[src/rtl/mult_pkg.sv]
// Shared definitions for the shift-add multiplier: FSM state encoding and
// the helper used to size the iteration counter.
package mult_pkg;

    typedef enum logic [1:0] {
        ST_IDLE = 2'd0,
        ST_RUN  = 2'd1,
        ST_SIGN = 2'd2,
        ST_DONE = 2'd3
    } mult_state_t;

    // Ceiling log2; clog2(WIDTH+1) gives a counter able to hold 0..WIDTH.
    function automatic int clog2(input int value);
        int result;
        result = 0;
        for (int i = 0; i < 40; i++) begin
            if ((longint'(1) << i) < longint'(value)) begin
                result = i + 1;
            end
        end
        return result;
    endfunction

endpackage

[src/rtl/shift_add_datapath.sv]
// Datapath of the shift-add multiplier: operand magnitudes, shifting
// multiplicand/multiplier, accumulator, iteration counter and product register.
module shift_add_datapath
    import mult_pkg::*;
#(
    parameter int WIDTH = 8
) (
    input  logic               i_clk,
    input  logic               i_rstN,
    input  logic               i_load,
    input  logic               i_step,
    input  logic               i_finish,
    input  logic               i_signedMode,
    input  logic [WIDTH-1:0]   i_a,
    input  logic [WIDTH-1:0]   i_b,
    output logic [2*WIDTH-1:0] o_prod,
    output logic               o_multZero,
    output logic               o_countMax
);

    localparam int PW = 2 * WIDTH;
    localparam int CW = clog2(WIDTH + 1);

    logic [WIDTH-1:0] w_magA;
    logic [WIDTH-1:0] w_magB;

    logic [PW-1:0]    r_multCand;
    logic [WIDTH-1:0] r_mult;
    logic [PW-1:0]    r_acc;
    logic [CW-1:0]    r_count;
    logic             r_neg;
    logic [PW-1:0]    r_prod;

    // The most negative value negates to itself, which read as unsigned is 2^(WIDTH-1).
    assign w_magA = (i_signedMode && i_a[WIDTH-1]) ? (~i_a + WIDTH'(1)) : i_a;
    assign w_magB = (i_signedMode && i_b[WIDTH-1]) ? (~i_b + WIDTH'(1)) : i_b;

    // Status looks ahead at the values the current step produces, so the
    // controller can leave RUN right after the cycle that exhausts the multiplier.
    assign o_multZero = (r_mult[WIDTH-1:1] == '0);
    assign o_countMax = (r_count == CW'(WIDTH - 1));
    assign o_prod     = r_prod;

    always_ff @(posedge i_clk) begin
        if (!i_rstN) begin
            r_multCand <= '0;
            r_mult     <= '0;
            r_acc      <= '0;
            r_count    <= '0;
            r_neg      <= 1'b0;
            r_prod     <= '0;
        end else if (i_load) begin
            r_multCand <= {{WIDTH{1'b0}}, w_magA};
            r_mult     <= w_magB;
            r_acc      <= '0;
            r_count    <= '0;
            r_neg      <= i_signedMode & (i_a[WIDTH-1] ^ i_b[WIDTH-1]);
        end else if (i_step) begin
            if (r_mult[0]) begin
                r_acc <= r_acc + r_multCand;
            end
            r_multCand <= r_multCand << 1;
            r_mult     <= r_mult >> 1;
            r_count    <= r_count + CW'(1);
        end else if (i_finish) begin
            r_prod <= r_neg ? (~r_acc + PW'(1)) : r_acc;
        end
    end

endmodule

[src/rtl/shift_add_multiplier.sv]
// Sequential signed/unsigned shift-add multiplier: FSM control wrapped around
// shift_add_datapath, with early termination once the multiplier runs out of ones.
module shift_add_multiplier
    import mult_pkg::*;
#(
    parameter int WIDTH = 8
) (
    input  logic               CLK,
    input  logic               RST_N,
    input  logic               START,
    input  logic               SIGNED_MODE,
    input  logic [WIDTH-1:0]   A,
    input  logic [WIDTH-1:0]   B,
    output logic [2*WIDTH-1:0] P,
    output logic               BUSY,
    output logic               DONE
);

    mult_state_t r_state;
    mult_state_t w_nextState;
    logic        w_load;
    logic        w_step;
    logic        w_finish;
    logic        w_multZero;
    logic        w_countMax;

    always_ff @(posedge CLK) begin
        if (!RST_N) begin
            r_state <= ST_IDLE;
        end else begin
            r_state <= w_nextState;
        end
    end

    // Operands are only captured in IDLE, so START and operand changes while busy are inert.
    always_comb begin
        w_nextState = r_state;
        w_load      = 1'b0;
        w_step      = 1'b0;
        w_finish    = 1'b0;
        case (r_state)
            ST_IDLE: begin
                if (START) begin
                    w_load      = 1'b1;
                    w_nextState = ST_RUN;
                end
            end
            ST_RUN: begin
                w_step = 1'b1;
                if (w_multZero || w_countMax) begin
                    w_nextState = ST_SIGN;
                end
            end
            ST_SIGN: begin
                w_finish    = 1'b1;
                w_nextState = ST_DONE;
            end
            ST_DONE: begin
                w_nextState = ST_IDLE;
            end
            default: begin
                w_nextState = ST_IDLE;
            end
        endcase
    end

    assign BUSY = (r_state != ST_IDLE);
    assign DONE = (r_state == ST_DONE);

    shift_add_datapath #(
        .WIDTH(WIDTH)
    ) u_datapath (
        .i_clk       (CLK),
        .i_rstN      (RST_N),
        .i_load      (w_load),
        .i_step      (w_step),
        .i_finish    (w_finish),
        .i_signedMode(SIGNED_MODE),
        .i_a         (A),
        .i_b         (B),
        .o_prod      (P),
        .o_multZero  (w_multZero),
        .o_countMax  (w_countMax)
    );

endmodule
[config.mk]
export PLATFORM = sky130hd
export DESIGN_NAME = shift_add_multiplier
export DESIGN_NICKNAME = d
export VERILOG_FILES = /design/src/rtl/mult_pkg.sv /design/src/rtl/shift_add_datapath.sv /design/src/rtl/shift_add_multiplier.sv
export SDC_FILE = /design/constraint.sdc
export NUM_CORES = 1
export LEC_CHECK = 0
export CORE_MARGIN = 2
export CORE_UTILIZATION = 35
export CTS_BUF_LIST = sky130_fd_sc_hd__clkbuf_16
export CTS_CLUSTER_SIZE = 28
export DETAILED_ROUTE_END_ITERATION = 10
export GPL_TIMING_DRIVEN = 1
export SYNTH_ARGS = -nofsm -noshare
export SYNTH_HDL_FRONTEND = slang
export SYNTH_SLANG_ARGS = --single-unit
[constraint.sdc]
create_clock -name CLK -period 4.2 [get_ports CLK]
set_clock_uncertainty 0.05 [all_clocks]
set_input_delay 0.84 -clock CLK [delete_from_list [all_inputs] [get_ports CLK]]
set_output_delay 0.84 -clock CLK [all_outputs]
set_load 0.05 [all_outputs]
=== Word level (Yosys, flattened, before mapping) ===
Cells that the tools add are included.

* Register bits after elaboration: 63
* Bits of input ports: 20
* Word-level logic and storage cells: 52

* $add $sub $neg: 5
* Reduce and logical (&&, ||, !) cells: 11
* Mux-type cells: 14
* Equality and inequality tests: 6
* Bitwise gates (word level): 8

{| class="wikitable"
|+ Operators by type and width
! kind !! number
|-
| 8-bit 2-to-1 mux || 6
|-
| 16-bit by 1-bit adder with 16-bit output, second input constant || 1
|-
| 16-bit adder || 1
|-
| 8-bit by 1-bit adder with 8-bit output, second input constant || 2
|-
| 16-bit 2-to-1 mux || 1
|-
| 16-bit inverter || 1
|-
| 8-bit inverter || 2
|-
| 2-bit case mux with 4 select lines || 1
|-
| 7-bit logical NOT || 1
|-
| 4-bit by 1-bit adder with 4-bit output, second input constant || 1
|-
| 2-bit == test, second input constant || 2
|-
| 4-bit by 3-bit == test with 1-bit output, second input constant || 1
|-
| 1-bit 2-to-1 mux || 4
|-
| 2-bit 2-to-1 mux || 2
|-
| 2-bit inequality test, second input constant || 2
|-
| 2-bit AND reduction || 2
|-
| 2-bit nonzero test || 2
|-
| 1-bit inverter || 3
|-
| 3-bit AND reduction || 1
|-
| 2-bit by 1-bit == test with 1-bit output, second input constant || 1
|-
| 1-bit logical AND || 2
|-
| 2-bit logical NOT || 1
|-
| 2-bit OR reduction || 1
|-
| 1-bit AND || 1
|-
| other kinds (2) || 2
|}

=== Depth between registers and ports, before layout ===
* Word-level depth: 4
* Mapped depth: 9
* Depth with buffers taken out: 9

=== By module ===
From an unflattened synthesis, not the netlist that was laid out.

* Cells, all modules: 443
* Area, all modules: 3781.1 um^2

{| class="wikitable"
|+ Modules (own cells, without submodules)
! module !! area an instance (um^2) !! times used !! cells an instance
|-
| shift_add_datapath || 3602.2 || 1 || 424
|-
| shift_add_multiplier || 178.9 || 1 || 19
|}

=== Least setup slack after synthesis ===
Ideal clock, no wire load.

* Path type: flip-flop to flip-flop
* Start: register u_datapath.r_acc[0]
* End: register u_datapath.r_acc[14]
* Clock period less this slack: 2.143 ns
* Arrival: 1.973 ns
* Required time: 4.030 ns
* Path slack: 2.057 ns
* Buffers on the path: 0
* Cell stages (with the launch flop): 10
* Library setup time: 0.120 ns
* Path through: dfxtp_1 > ha_1 > fa_1 > a21oi_1 > o21ai_0 > a32oi_1 > a31oi_1 > a31oi_1 > or4_1 > nand3_1

* Cells in the longest elaborated chain, start to end: 1

{| class="wikitable"
|+ Ends and longest elaborated chain
! item !! RTL line !! RTL
|-
| from (decl) || shift_add_datapath.sv:29 || <nowiki>logic [PW-1:0] r_acc;</nowiki>
|-
| from (signal assigned) || shift_add_datapath.sv:60 || <nowiki>r_acc <= r_acc + r_multCand;</nowiki>
|-
| 16-bit adder || shift_add_datapath.sv:60 ||
|}

No other way between the ends.
A chain may end at the register's enable or synchronous reset.

=== Final worst setup path ===
* Start: register r_state[1]
* End: output BUSY

* Cells in the longest elaborated chain, start to end: 1

{| class="wikitable"
|+ Ends and longest elaborated chain
! item !! RTL line !! RTL
|-
| from (decl) || shift_add_multiplier.sv:19 || <nowiki>mult_state_t r_state;</nowiki>
|-
| from (signal assigned) || shift_add_multiplier.sv:31 || <nowiki>r_state <= w_nextState;</nowiki>
|-
| 2-bit nonzero test || shift_add_multiplier.sv:67 || <nowiki>assign BUSY = (r_state != ST_IDLE);</nowiki>
|-
| to (decl) || shift_add_multiplier.sv:15 || <nowiki>output logic BUSY,</nowiki>
|}

No other way between the ends.

==> flow_metrics.tcl <==
set metrics [dict create \
    status "finished clean" \
    pre_cts_slack_ns 1.46 \
    track_usage_pct 14.2 \
    period_minus_slack_ns 2.82 \
    ys.flop_type "dfxtp_1" \
    rrSetupSlack_ns 1.75 \
    placed_area_mm2 0.00421 \
    max_slew_margin_pct 37.5 \
    cp_cell_sequence "inv_1 -> ha_1 -> inv_1 -> clkdlybuf4s50_1" \
    cp_common_cell "inv_1" \
    cts.repair.resized 0 \
    powerDensity_mw_per_mm2 538 \
    drv_cap 0 \
    htreeDepth 3 \
    post_cts_buffers 0 \
    leakagePower_nw 1.94 \
    cts_sinks 63 \
    synthArstFlopShare_pct 0 \
    seq_area_frac_synth_pct 33.7 \
    rows 37 \
    seq_power_share_pct 32.7 \
    synth-edff-count 0 \
    rsz0062_at_grt "false" \
    start_kind "register" \
    cp_num_buf_inv 3 \
    slowest_delay_ns 0.80 \
    grt_overflow_total 0 \
    clkPwrFrac_pct 28.8 \
    path_class "register to output pin" \
    wl_per_cell_um 12.8 \
    cts_tree "yes" \
    p_int_mw 1.53 \
    switching_share_pct 36.8 \
    r2r_cells 9 \
    die_y_um 107 \
    die_w_um 107 \
    root_buffer "clkbuf_16" \
    p_sw_uw 891 \
    end_kind "output pin" \
    hold_viol 0 \
    slew_violations 0 \
    start_util_pct 36.2 \
    tightest_slew_ns 0.938 \
    routed_wl_mm 7.82 \
    drive_gt1_share_pct 4.44 \
    clk_path_buf_depth 2 \
    syn-cell-area_mm2 0.00374 \
    gp_congestion 0.782 \
    finalInstanceArea_mm2 0.00450 \
    ios 38 \
    worst-path-stages 4 \
    cts_made_buffers 9 \
    hp-class "register to register" \
    endpoint "BUSY" \
    fmax_mhz 354 \
    crit_start "r_state[1]" \
    final.setup.tns_ns 0 \
    reg2reg_from "u_datapath.r_acc[0]" \
    required_ns 3.31 \
    cp_slowest_cell "clkdlybuf4s50_1" \
    timing.final.ws_setup_ns 1.38 \
    post-route-drc-count 0 \
    path_clk_slew_ns 0.05 \
    yosysWarnings 0 \
    arrival_ns 1.93 \
    crit_family "buffers and inverters" \
    fin_nets 513 \
    grt_pass1_wl_mm 13.3 \
    core_mm2 0.0103 \
    die_area_mm2 0.0115 \
    antenna_left 0 \
    setup_violations 0 \
    vias_per_cell 5.12 \
    antenna_found_initial 0 \
    initialDrtViolationCount 200 \
    dp_cells 593 \
    cts_hold_buf 0 \
    fin_crit_sh_pct 67.2 \
    ys_types 45 \
    dp_hpwl_mm 5.79 \
    combinationalPowerShare_pct 38.5 \
    vias 3118 \
    syn_to_final_growth_pct 20.3 \
    r2r_end "u_datapath.r_acc[14]" \
    synth_fp_nets 485 \
    critical_path.max_fanout 4 \
    clk_latency_ns 0.32 \
    ir_drop_mv 0.288 \
    first_pass_iters 5 \
    grt_pass1_vias 2911 \
    grt_max_degree 39 \
    ys_seq_elements 63 \
    synthCells 440 \
    n_antenna_cell 0 \
    final_cells 609 \
    avgSynthCellArea_um2 8.49 \
    port-buffer-count 37 \
]
[Yosys cell counts (all sizes together), types with 10 or more instances]
cell	n	area (um^2)
ha	24	300
dfxtp	63	1260
nor3	10	50.1
nor2	22	82.6
clkbuf	18	67.6
mux2i	29	290
xor2	21	184
xnor2	14	123
nand3	14	70.1
inv	14	52.6
a21oi	29	145
o21ai	11	55.1
o211a	16	160
nand2	69	259
[layer usage]
| metal | track usage (%) | vias up | wire [um] |
|---|---|---|---|
| li1 | - | 1628 | - |
| met1 | 18.8 | 1423 | 3800 |
| met2 | 22.9 | 58 | 3660 |
| met3 | 2.36 | 9 | 254 |
| met4 | 5.86 | 0 | 106 |
| met5 | 0 | - | 0 |
[placed cells by master (no fill, tap or decap), types with 4 or more instances in the layout]
cell              n
o21ai_0          11
buf_4             4
nor3_1           10
o211a_1          16
nand2_1          69
dfxtp_1          63
a21oi_1          29
a21boi_0          5
ha_1             24
a21o_1            4
clkbuf_16         9
and2_1            4
and3_1            5
nand4_1           5
xor2_1           21
o311a_1           5
nor2b_1           6
o21a_1            5
a31oi_1           9
nand3b_1          4
clkdlybuf4s50_1  37
xnor2_1          14
nand3_1          14
mux2i_1          29
nor2_1           22
inv_1            16
[state kept, by name, indices dropped and copies added, names as in the netlist]
signal / flops
u_datapath.r_acc: 16
r_state: 2
u_datapath.r_mult: 8
u_datapath.r_multCand: 16
u_datapath.r_count: 4
u_datapath.r_neg: 1
u_datapath.o_prod: 16
[stage by stage]
stage / hold slack (ns) / power, mW / util (%)
after floorplan: 0.404 / 1.50 / -
after global placement: 0.412 / 1.73 / 40.8
after detailed placement: 0.416 / 1.74 / 40.8
after CTS: 0.427 / 2.44 / 43.5
after global routing: 0.448 / 2.57 / 43.5
final: 0.422 / 2.42 / 43.5
[logic make-up after synthesis]
kind of cell,synth area share (%)
simple gates,18.5
compound gates,19.3
flops,33.7
buf+inv,3.92
xor+xnor,8.20
mux,7.77
fa+ha+maj,8.57
[power groups by stage]
stage                     clock, mW  sequential (mW)  combinational (mW)
final                         0.697            0.792               0.931
after global routing          0.743            0.809                1.02
after CTS                     0.714            0.792               0.937
after detailed placement          0            0.805               0.933
after global placement            0            0.800               0.925
after floorplan                   0            0.918               0.580
[area by class of cell]
class                           count  area [um^2]
Inverter                           14         52.6
Timing Repair Buffer               41          400
Multi-Input combinational cell    339         2330
Clock inverter                      7         56.3
Clock buffer                        9          225
Fill cell                        1014         5830
Tap cell                          136          170
Sequential cell                    63         1260
[worst min path at each step]
stage / depth (start not counted) / to / start / slack, ns
after floorplan: 2 / u_datapath.r_acc[15] / u_datapath.r_acc[15] / 0.40
after global placement: 1 / u_datapath.o_prod[11] / u_datapath.o_prod[11] / 0.41
after detailed placement: 1 / u_datapath.o_prod[2] / u_datapath.o_prod[2] / 0.42
after CTS: 1 / u_datapath.o_prod[2] / u_datapath.o_prod[2] / 0.43
after global routing: 1 / u_datapath.o_prod[5] / u_datapath.o_prod[5] / 0.45
final: 1 / u_datapath.o_prod[2] / u_datapath.o_prod[2] / 0.42
(Power assumes the default switching activity.)
